## config.mk

```make
export PLATFORM = sky130hd
export DESIGN_NAME = i2c_txn_arbiter
export DESIGN_NICKNAME = d
export VERILOG_FILES = /design/src/rtl/i2c_txn_arbiter.sv
export SDC_FILE = /design/constraint.sdc
export NUM_CORES = 1
export LEC_CHECK = 0
export CORE_UTILIZATION = 27
export CTS_BUF_LIST = sky130_fd_sc_hd__clkbuf_16
export DETAILED_ROUTE_END_ITERATION = 8
export PLACE_DENSITY = 0.51
export SKIP_LAST_GASP = 1
export SLEW_MARGIN = 25
export SYNTH_ARGS = -nofsm -noshare
export SYNTH_HDL_FRONTEND = slang
export SYNTH_SLANG_ARGS = --single-unit
```

## constraint.sdc

```tcl
create_clock -name clk -period 5.7 [get_ports clk]
set_clock_uncertainty 0.1 [all_clocks]
set_input_delay 1.14 -clock clk [delete_from_list [all_inputs] [get_ports clk]]
set_output_delay 1.14 -clock clk [all_outputs]
set_load 0.03 [all_outputs]
```

## src/rtl/i2c_txn_arbiter.sv

```systemverilog
`default_nettype none
// ============================================================================
// Module   : i2c_txn_arbiter
// Purpose  : Round-robin sharing of one byte-level I2C master engine between
//            NREQ requesters. Each transaction is a single byte. A watchdog
//            aborts the engine if it hangs. Status and read data are routed
//            back to the requester that was granted.
// Revision : 1.0 - initial release
// ============================================================================
module i2c_txn_arbiter #(
  parameter int NREQ    = 2,
  parameter int TIMEOUT = 15000,
  parameter int CW      = 14
) (
  input  logic                clk,
  input  logic                n_rst,
  input  logic [NREQ-1:0]     req,
  input  logic [7*NREQ-1:0]   req_addr,
  input  logic [NREQ-1:0]     req_rw,
  input  logic [8*NREQ-1:0]   req_wdata,
  output logic [NREQ-1:0]     gnt,
  output logic [NREQ-1:0]     done,
  output logic [7:0]          rsp_rdata,
  output logic                rsp_nack,
  output logic                rsp_timeout,
  output logic                eng_start,
  output logic [6:0]          eng_addr,
  output logic                eng_rw,
  output logic [7:0]          eng_wdata,
  output logic                eng_abort,
  input  logic                eng_busy,
  input  logic                eng_done,
  input  logic                eng_nack,
  input  logic [7:0]          eng_rdata
);

  localparam int PW = (NREQ > 1) ? $clog2(NREQ) : 1;

  localparam logic [1:0] S_IDLE  = 2'd0;
  localparam logic [1:0] S_ISSUE = 2'd1;
  localparam logic [1:0] S_WAIT  = 2'd2;
  localparam logic [1:0] S_RESP  = 2'd3;

  localparam logic [CW-1:0]   TMO_LAST = CW'(TIMEOUT - 1);
  localparam logic [PW-1:0]   PTR_RST  = PW'(NREQ - 1);
  localparam logic [NREQ-1:0] ONE_HOT0 = NREQ'(1);

  logic [1:0]      r_state;
  logic [PW-1:0]   r_ptr;
  logic [PW-1:0]   r_gidx;
  logic [CW-1:0]   r_cnt;
  logic [NREQ-1:0] r_gnt;
  logic [NREQ-1:0] r_done;
  logic [7:0]      r_rsp_rdata;
  logic            r_rsp_nack;
  logic            r_rsp_timeout;
  logic            r_eng_start;
  logic [6:0]      r_eng_addr;
  logic            r_eng_rw;
  logic [7:0]      r_eng_wdata;
  logic            r_eng_abort;

  logic [6:0]      w_addr_a  [NREQ];
  logic [7:0]      w_wdata_a [NREQ];
  logic            w_found;
  logic [PW-1:0]   w_pick;
  logic [PW-1:0]   w_cand;
  int              w_sum;

  // Split the packed request buses into per-requester fields
  for (genvar gi = 0; gi < NREQ; gi++) begin : g_unpack
    assign w_addr_a[gi]  = req_addr[7*gi +: 7];
    assign w_wdata_a[gi] = req_wdata[8*gi +: 8];
  end

  // Round-robin pick: first requesting index after r_ptr, wrapping modulo NREQ
  always_comb begin
    w_found = 1'b0;
    w_pick  = '0;
    w_cand  = '0;
    w_sum   = 0;
    for (int k = 1; k <= NREQ; k++) begin
      w_sum = int'(r_ptr) + k;
      if (w_sum >= NREQ) w_sum = w_sum - NREQ;
      w_cand = PW'(w_sum);
      if (!w_found && req[w_cand]) begin
        w_found = 1'b1;
        w_pick  = w_cand;
      end
    end
  end

  // Transaction sequencer: arbitrate, issue, supervise, respond
  always_ff @(posedge clk or negedge n_rst) begin
    if (!n_rst) begin
      r_state       <= S_IDLE;
      r_ptr         <= PTR_RST;
      r_gidx        <= '0;
      r_cnt         <= '0;
      r_gnt         <= '0;
      r_done        <= '0;
      r_rsp_rdata   <= '0;
      r_rsp_nack    <= 1'b0;
      r_rsp_timeout <= 1'b0;
      r_eng_start   <= 1'b0;
      r_eng_addr    <= '0;
      r_eng_rw      <= 1'b0;
      r_eng_wdata   <= '0;
      r_eng_abort   <= 1'b0;
    end else begin
      // Strobes default low so every pulse lasts exactly one cycle
      r_gnt       <= '0;
      r_done      <= '0;
      r_eng_start <= 1'b0;
      r_eng_abort <= 1'b0;
      case (r_state)
        S_IDLE: begin
          if (w_found) begin
            r_gidx      <= w_pick;
            r_eng_addr  <= w_addr_a[w_pick];
            r_eng_rw    <= req_rw[w_pick];
            r_eng_wdata <= w_wdata_a[w_pick];
            r_gnt       <= ONE_HOT0 << w_pick;
            r_state     <= S_ISSUE;
          end
        end
        S_ISSUE: begin
          if (!eng_busy) begin
            r_eng_start <= 1'b1;
            r_cnt       <= '0;
            r_state     <= S_WAIT;
          end
        end
        S_WAIT: begin
          // A completion in the watchdog's last cycle still counts as success
          if (eng_done) begin
            r_rsp_nack    <= eng_nack;
            r_rsp_timeout <= 1'b0;
            r_rsp_rdata   <= r_eng_rw ? eng_rdata : 8'h00;
            r_done        <= ONE_HOT0 << r_gidx;
            r_state       <= S_RESP;
          end else if (r_cnt == TMO_LAST) begin
            r_eng_abort   <= 1'b1;
            r_rsp_nack    <= 1'b1;
            r_rsp_timeout <= 1'b1;
            r_rsp_rdata   <= 8'h00;
            r_done        <= ONE_HOT0 << r_gidx;
            r_state       <= S_RESP;
          end else begin
            r_cnt <= r_cnt + 1'b1;
          end
        end
        default: begin
          // RESP: done is visible this cycle; winner becomes lowest priority
          r_ptr   <= r_gidx;
          r_state <= S_IDLE;
        end
      endcase
    end
  end

  assign gnt         = r_gnt;
  assign done        = r_done;
  assign rsp_rdata   = r_rsp_rdata;
  assign rsp_nack    = r_rsp_nack;
  assign rsp_timeout = r_rsp_timeout;
  assign eng_start   = r_eng_start;
  assign eng_addr    = r_eng_addr;
  assign eng_rw      = r_eng_rw;
  assign eng_wdata   = r_eng_wdata;
  assign eng_abort   = r_eng_abort;

endmodule
`default_nettype wire

```

==> run metrics, run 1 <==
CTS Buffer Depth 2; Power Total 1.589 mW; EDFF count, synth 0; area of the multi-input gates 909.6 µm²; core area around 0.0082 mm²; vias per cell between 5 and 6; most common cell after layout, fill and taps aside clkdlybuf4s50_1; final core occ between 40% and 50%; # fillers between 800 and 900; TritonRoute pass-1 iters 4; Post-synth ARST share 100.0%; LEAKAGE roughly 1.5 nW; CTS clk-pin slew, worst paths about 0.07 ns; WP data required approximately 5.8 ns; chip width ~94 µm; layout cells sized above 1 between 5 and 6%; first-pass GRT wire length between 10 and 15 mm; sequential share of power 33.1%; crit-path max FO 12; clock root cell clkbuf_16; DRT Wirelength 6.000 mm; Setup CP Type input port to flop; syn nets approximately 260; # diodes 0; CTS sink cnt 50; Mapped Cells ~210; Max-cap violations 0; num rows 33; Post-CTS Hold Fix Bufs 0; Switching Fraction between 30 and 40%; io pins approximately 80; initial antenna violation count 0; via count 2000; Worst EP arrival 3.28 ns; H-tree Lvls 2; DP HPWL between 4 and 5 mm; nets 343; Syn Area/Cell about 11 µm²; final-report setup violation count 0; die area roughly 0.009 mm²; synthesized area 0.002281 mm²; global placer's final weighted congestion between 0.7 and 0.8; Peak VDD IR 214.2 µV; FF+latch count, synth 50; Antenna Nets Post-Route 0; largest net degree at the start of global routing 51; Clock Power Share between 20% and 30%; status completed; CP Capture Type flop; min-delay worst type flop to flop; GR Util All Layers 14.80%; unrepaired setup endpoints after global routing false; slew at the pin closest to its max-slew limit 0.9936 ns; post_cts resized 0; CTS tree built; CP startpoint kind input port; Final Hold Viols 0; Synth Warn # 0; Psw between 600 and 700 µW; FMAX approximately 0.31 GHz; max-slew violation count 0; vias in the first global route 2032; most frequent cells in the layout clkdlybuf4s50_1 (77), dfrtp_1 (49), inv_1 (23); post-layout min period between 3 and 4 ns; post-synthesis sequential area ratio 54.91%; DR WL/cell about 15 µm; Worst-Skew Late Latency between 0.2 and 0.3 ns; die height roughly 94 µm; Rel. slew slack approximately a third; Netlist cell types just over 40; Port Buf Inserts 78; Power per Cell Area around 470 mW/mm²; total gr overflow 0; CTS buffer count 5; sequential cell area roughly 0.0013 mm²; DRC Markers 0; combinational share of power between 40 and 50%; final period utilization 56.20%; Starting Density 27.90%; DRT iter0 DRCs roughly 110; setup TNS 0 ns; area delta synth->final 47.01%; Post-synth top flop dfrtp_1; setup repair bufs after CTS 0; P_int 971.3 µW
## critical path, cell delays in order
cell and delay [ns]:
clkdlybuf4s50_1 0.55, a22o_1 0.33, or2_1 0.35, or4_1 0.57
mux2_1 0.33
## power groups by stage
stage | Clock (mW) | Combinational, mW | Sequential [mW]
after floorplan | 0 | 0.280 | 0.682
after global placement | 0 | 0.722 | 0.529
after detailed placement | 0 | 0.725 | 0.528
after CTS | 0.356 | 0.729 | 0.526
after global routing | 0.370 | 0.783 | 0.539
final | 0.343 | 0.719 | 0.526
## final cells by class
cell class / instances / area share [%]
tap: 105 / 3.918
timing repair buffer: 82 / 24.03
multi-input combinational: 129 / 27.13
inverter: 23 / 2.575
sequential: 50 / 37.35
clock buffer: 5 / 3.731
clock inverter: 3 / 1.269
## flip-flops by register name, summed over array words and instances, names as in the netlist
signal,cells
r_ptr,1
rsp_timeout,1
rsp_rdata,8
r_gidx,1
gnt,2
r_state,2
r_cnt,14
eng_abort,1
rsp_nack,1
done,2
eng_addr,7
eng_wdata,8
eng_start,1
eng_rw,1
## path summary, 6_finish.rpt
| kind | from | to | slack (ns) | depth (start not counted) |
|---|---|---|---|---|
| worst max-delay path | eng_done | r_cnt[10] | 2.50 | 5 |
| worst min-delay path | rsp_rdata[3] | rsp_rdata[3] | 0.41 | 1 |
| worst max register to register | r_state[0] | r_cnt[10] | 2.97 | 6 |
| worst min register to register | rsp_rdata[3] | rsp_rdata[3] | 0.41 | 1 |
| max in group asynchronous | n_rst | done[1] | 4.20 | 2 |
| min in group asynchronous | n_rst | r_cnt[9] | 0.87 | 2 |
## through the flow
stage | cell area [µm²] | instances | hold WS, ns | worst slack, ns
5_1_grt | 3353 | 397 | 0.4187 | 2.436
4_1_cts | 3353 | 397 | 0.4077 | 2.487
6_report | 3353 | 397 | 0.4087 | 2.497
2_1_floorplan | 2281 | 212 | 0.3483 | 3.047
3_3_place_gp | 3186 | 389 | 0.3885 | 2.217
3_5_place_dp | 3186 | 389 | 0.3959 | 2.174
## routing by layer
| metal | routed length, µm | track usage [%] | vias to the layer above |
|---|---|---|---|
| li1 | - | - | 956 |
| met3 | 386 | 4.773 | 9 |
| met5 | 0 | 0 | - |
| met2 | 2705 | 22.32 | 55 |
| met4 | 97 | 4.744 | 0 |
| met1 | 2811 | 19.96 | 980 |
## cells by family after synthesis
group	count (synthesis)	share of synthesized area, %
fa+ha+maj	5	2.743
simple gates	59	14.37
compound gates	60	20.08
mux	5	2.413
flops	50	54.91
buf+inv	33	5.485
## Yosys cell counts, drive strengths merged, types with 5 or more instances
cell type / n / share of area [%]
o21ai: 10 / 2.2
nor2: 13 / 2.1
dfrtp: 49 / 54
clkbuf: 7 / 1.2
nand2: 7 / 1.2
a222oi: 16 / 7.0
a22o: 9 / 3.5
inv: 23 / 3.8
nand3: 7 / 1.5
o31ai: 6 / 2.0
ha: 5 / 2.7
a21oi: 10 / 2.2
No activity file was read; power rests on OpenSTA's default activity.
==> run 2: changes to the inputs <==
Settings changed: PLACE_DENSITY 0.51 to 0.53.
Clock period 5.7 ns to 2.6 ns, I/O delays scaled along.
==> run 2 against run 1 <==
Net effect:
- non-clock buffer count rose by 7
- die area did not move
- critical endpoint is now r_cnt[11]
- critical path depth increased by 1
- cell count increased by 1.8%
- via count up 1.1%
- first-iteration DRC count up 23%
- largest cell class unchanged
- largest power group unchanged
- highest routed layer unchanged
- worst setup slack lost 2.2 ns
- flip-flop and latch count unchanged
- total power increased by 120%
==> run metrics, run 2 (synthesized netlist as in run 1, its figures left out) <==
setup repair bufs after CTS 0 (unchanged); Max-cap violations 0 (unchanged); unrepaired setup endpoints after global routing false; design area 0.003417 mm² (+1.9%); Power Total 3.514 mW (+120%); Post-CTS Hold Fix Bufs 0 (unchanged); reg-to-reg endpoint r_cnt[11]; DR WL/cell 14.36 µm (-5.0%); placed instance area 0.003248 mm² (+2.0%); CP Launch Point eng_done; Rel. slew slack 45.87% (+13 points); num rows 33 (unchanged); Switching Fraction 38.32% (-0.55 points); DRT iter0 DRCs 138 (+23%); GR Util All Layers 14.15% (-0.65 points); core area 0.008175 mm² (unchanged); final period utilization 87.94%; final core occ 41.80% (+0.78 points); vias per cell 5.005 (-0.65%); Placed Instances 396 (+1.8%); crit-path max FO 11 (-1); setup TNS 0 ns (unchanged); sequential share of power 32.8% (-0.3 points); Largest register FFs 14 (unchanged); worst reg2reg path depth 8 (+2); first-pass GRT wire length 9.791 mm (-2.9%); Clock Power Share 21.4% (-0.2 points); CTS tree built; clock root cell clkbuf_16; Port Buf Inserts 78 (unchanged); io pins 79 (unchanged); r2r setup slk 0.32 ns (-2.65 ns); area delta synth->final 49.81%; post_cts resized 0 (unchanged); TritonRoute pass-1 iters 5 (+1); P_int 2.168 mW (+120%); Worst EP arrival 2.36 ns (-0.92 ns); cells along the critical path clkdlybuf4s50_1, a22o_1, or2_1, buf_4, nor4_1, mux2_1; WP data required 2.67 ns (-3.10 ns); status completed; FMAX roughly 0.44 GHz; Psw 1.347 mW (+120%); max-slew violation count 0 (unchanged); Starting Density 27.90% (unchanged); largest net degree at the start of global routing 31 (-39%); Worst-Skew Late Latency 0.29 ns (about the same); Setup CP Type input port to flop; most frequent cells in the layout clkdlybuf4s50_1 (77), dfrtp_1 (49), inv_1 (23); nets 350 (+2.0%); most common cell after layout, fill and taps aside clkdlybuf4s50_1; CTS Buffer Depth 2 (unchanged); DP HPWL 4.179 mm (+1.1%); Hold Slack 0.09133 ns (-0.3174 ns); slew at the pin closest to its max-slew limit 0.8065 ns (-0.1871 ns); post-layout min period about 2.3 ns; CP Capture Type flop; worst path bufs/invs 2 (+1); Peak VDD IR 483.8 µV (+130%); combinational share of power 45.8% (+0.5 points); CTS buffer count 5 (unchanged); Final Hold Viols 0 (unchanged); worst flop-to-flop path startpoint r_state[0]; CTS clk-pin slew, worst paths 0.07 ns (about the same); max incr delay on CP 0.47 ns (-0.10 ns); slack of the critical path 0.3135 ns (-2.183 ns); CTS sink cnt 50 (unchanged); die area 0.008819 mm² (unchanged); initial antenna violation count 0 (unchanged); layout cells sized above 1 8.027% (+2.5 points); Power per Cell Area 1028 mW/mm² (+120%); chip width 93.91 µm (unchanged); die height 93.91 µm (unchanged); Post-Place Setup Slack 0.02025 ns (-2.154 ns); LEAKAGE 1.512 nW (+3.0%); # diodes 0 (unchanged); CP startpoint kind input port; DRT Wirelength 5.803 mm (-3.3%); DRC Markers 0 (unchanged); min-delay worst type input port to async pin; Crit path max-delay family buffers and inverters; vias in the first global route 2078 (+2.3%); Crit-path slowest cell clkdlybuf4s50_1; Largest Register r_cnt; total gr overflow 0 (unchanged); final-report setup violation count 0 (unchanged); global placer's final weighted congestion 0.7715 (+1.8%); Antenna Nets Post-Route 0 (unchanged); H-tree Lvls 2 (unchanged); via count 2022 (+1.1%); Finished Layout Cells 404 (+1.8%)
-- run 2: cell types whose count changed in the layout (fill, tap and decap cells not counted) --
| cell | delta |
|---|---|
| nor4_1 | +1 |
| buf_12 | +1 |
| clkinv_1 | -1 |
| nor4_2 | -1 |
| o21ai_2 | +1 |
| buf_4 | +6 |
| o21ai_1 | -1 |
| clkinv_2 | +1 |
-- run 2: layout make-up --
class	instances	area [µm²]
clock buffers	5	125.1
clock inverters	3	43.79
flip-flops and latches	50	1252
well taps	105	131.4
inverters	23	86.33
fillers	799	4758
multi-input cells	129	907.1
repair buffers	89	870.8
-- run 2: per-layer routing --
layer | vias up | track usage, % | share of wire [%]
li1 | 965 | - | -
met1 | 977 | 18.29 | 47
met2 | 75 | 22.75 | 45
met3 | 5 | 4.207 | 7.5
met4 | 0 | 4.231 | 0.76
met5 | - | 0 | 0
-- run 2: power by group through the flow --
stage | clock, mW | sequential (mW) | combinational [mW]
after floorplan | 0 | 1.50 | 0.614
after global placement | 0 | 1.17 | 1.61
after detailed placement | 0 | 1.16 | 1.62
after CTS | 0.773 | 1.16 | 1.63
after global routing | 0.799 | 1.19 | 1.74
final | 0.752 | 1.15 | 1.61
-- run 2: how the worst max path moves through the flow --
stage,cells past startpoint,slack (ns),end
2_1_floorplan,6,0.41,r_cnt[10]
3_3_place_gp,5,0.03,r_cnt[10]
3_5_place_dp,5,0.02,r_cnt[10]
4_1_cts,6,0.32,r_cnt[11]
5_1_grt,8,0.22,r_cnt[11]
6_report,6,0.31,r_cnt[11]
==> RTL edit: new RTL, flow settings as in run 2 <==
Register the output `rsp_timeout` once more; this adds one clock of latency there. The other outputs are not delayed to match.
--- a/src/rtl/i2c_txn_arbiter.sv
+++ b/src/rtl/i2c_txn_arbiter.sv
@@ -163,7 +163,9 @@
   assign done        = r_done;
   assign rsp_rdata   = r_rsp_rdata;
   assign rsp_nack    = r_rsp_nack;
-  assign rsp_timeout = r_rsp_timeout;
+  always_ff @(posedge clk) begin
+    rsp_timeout <= r_rsp_timeout;
+  end
   assign eng_start   = r_eng_start;
   assign eng_addr    = r_eng_addr;
   assign eng_rw      = r_eng_rw;
Function: no difference found for any inputs over 10 cycles, from zero or initial values and one cycle with n_rst low; that may be too few to reach the edited logic, so the function may still have changed.
==> RTL edit against run 2 <==
  * Synthesized area grew 0.88%
  * Count of clock-buffer cells in the layout unchanged
  * Critical path depth grew 1
  * Final area fell by 0.37%
  * Global-route usage up 0.50 points
  * Worst hold slack better by 0.026 ns
  * Sequential cell count grew 1
  * Clock power down 9.7%
  * Power decreased by 1.4%
  * Wire length increased by 3.8%
  * Worst setup slack improved by 0.0022 ns
==> RTL edit: results (changes against run 2) <==
GR Layer Usage met3 = 0.0494 (+0.00728)
Max VDD drop = 0.532 mV (+10%)
Crit path from = r_state[1]
Final worst slack = 0.316 ns (+0.00221 ns)
Post-DP HPWL = 4.31 mm (+3.1%)
Placed cell areas = 3250 um2 (+0.12%)
Worst relative slew slack = 0.475 (+0.0164)
Setup bufs post-CTS = 0 (unchanged)
Switching part of the total = 0.398 (+0.0152)
Drt pass-1 iters = 5 (unchanged)
Run status = completed
Residual DRC = 0 (unchanged)
Worst-path clk slew = 0.07 ns (about the same)
Largest reg by FF count = r_cnt
Number of synthesized flops with an enable pin = 0 (unchanged)
Clock power share = 0.196 (-0.018)
Vias in the first global route = 2055 (-1.1%)
Synth unique cells = 42 (+2.4%)
Max Buffers Root-to-Sink = 2 (unchanged)
Ys async rst share = 0.980 (-0.0196)
Post-synthesis mux area share = 0.0239 (-0.000210)
CP Max Fanout = 11 (unchanged)
Met1 GRT Util = 0.187 (+0.00430)
Routed WL = 6.03 mm (+3.8%)
GRT met2 Usage = 0.237 (+0.00982)
Register area share after synthesis = 0.553 (+0.00392)
GRT Resource Usage Total = 0.147 (+0.00497)
N_diodes = 0 (unchanged)
CTS H-tree depth = 2 (unchanged)
M1 wire length = 2.67 mm (-2.1%)
Share of layout cells above drive strength 1 = 0.0767 (-0.00360)
Top post-synthesis cells by area = dfrtp_1, a222oi_1, inv_1, a22o_1, ha_1
Routed vias/inst = 4.98 (-0.59%)
Met3 wire len = 452 um (+3.2%)
Reg2reg path depth = 7 (-1)
Nets = 351 (+0.29%)
RePlAce Congestion = 0.803 (+4.1%)
Max layer used = met4
Static leakage = 1.50 nW (-0.68%)
PwrDens = 1020 nW/um2 (-1.1%)
Initial DRC Count = 107 (-22%)
Post-synthesis adder-cell area fraction = 0.0272 (-0.000239)
Largest register FFs = 14 (unchanged)
Layout fillers = 793 (-0.75%)
Compound-Gate Fraction of Synth Area = 0.199 (-0.00175)
Total of warnings raised by yosys = 0 (unchanged)
Largest net degree at the start of global routing = 24 (-23%)
DR WL met2 = 2.85 mm (+9.8%)
Critical path arrival = 2.36 ns (about the same)
First-pass GRT wire length = 10.1 mm (+3.7%)
CTS buffer count = 5 (unchanged)
Post-synthesis net count = 265 (+0.38%)
Place WS = 0.0490 ns (+0.0288 ns)
Initial antenna violation count = 0 (unchanged)
Count of input and output buffers = 78 (unchanged)
Skew-Pair Late Insertion Delay = 0.29 ns (about the same)
RTL edit: cell count changes in the layout (fill, tap and decap cells not counted), sizes merged:
cell and change:
bufinv -1, clkinv -1, clkinvlp +1, dfxtp +1, inv +1
RTL edit: area by class of cell:
type                       instances  area [um2]  area share
sequential                        51        1270       0.374
multi-input combinational        129         903       0.265
timing repair buffer              89         858       0.252
tap                              105         131      0.0386
clock buffer                       5         125      0.0368
inverter                          23        86.3      0.0254
clock inverter                     3        27.5     0.00809
RTL edit: critical path, stage by stage (launching register included):
cell     delay [ns]
dfrtp_1        0.39
inv_1          0.08
ha_1           0.26
a22o_1         0.24
or2_1          0.23
buf_4          0.17
nor4_1         0.34
mux2_1         0.35
RTL edit: through the flow:
stage	hold slack [ns]	util	cells
after floorplan	0.124	-	213
after global placement	0.259	0.396	397
after detailed placement	0.262	0.396	397
after CTS	0.137	0.414	405
after global routing	0.158	0.414	405
final	0.117	0.414	405
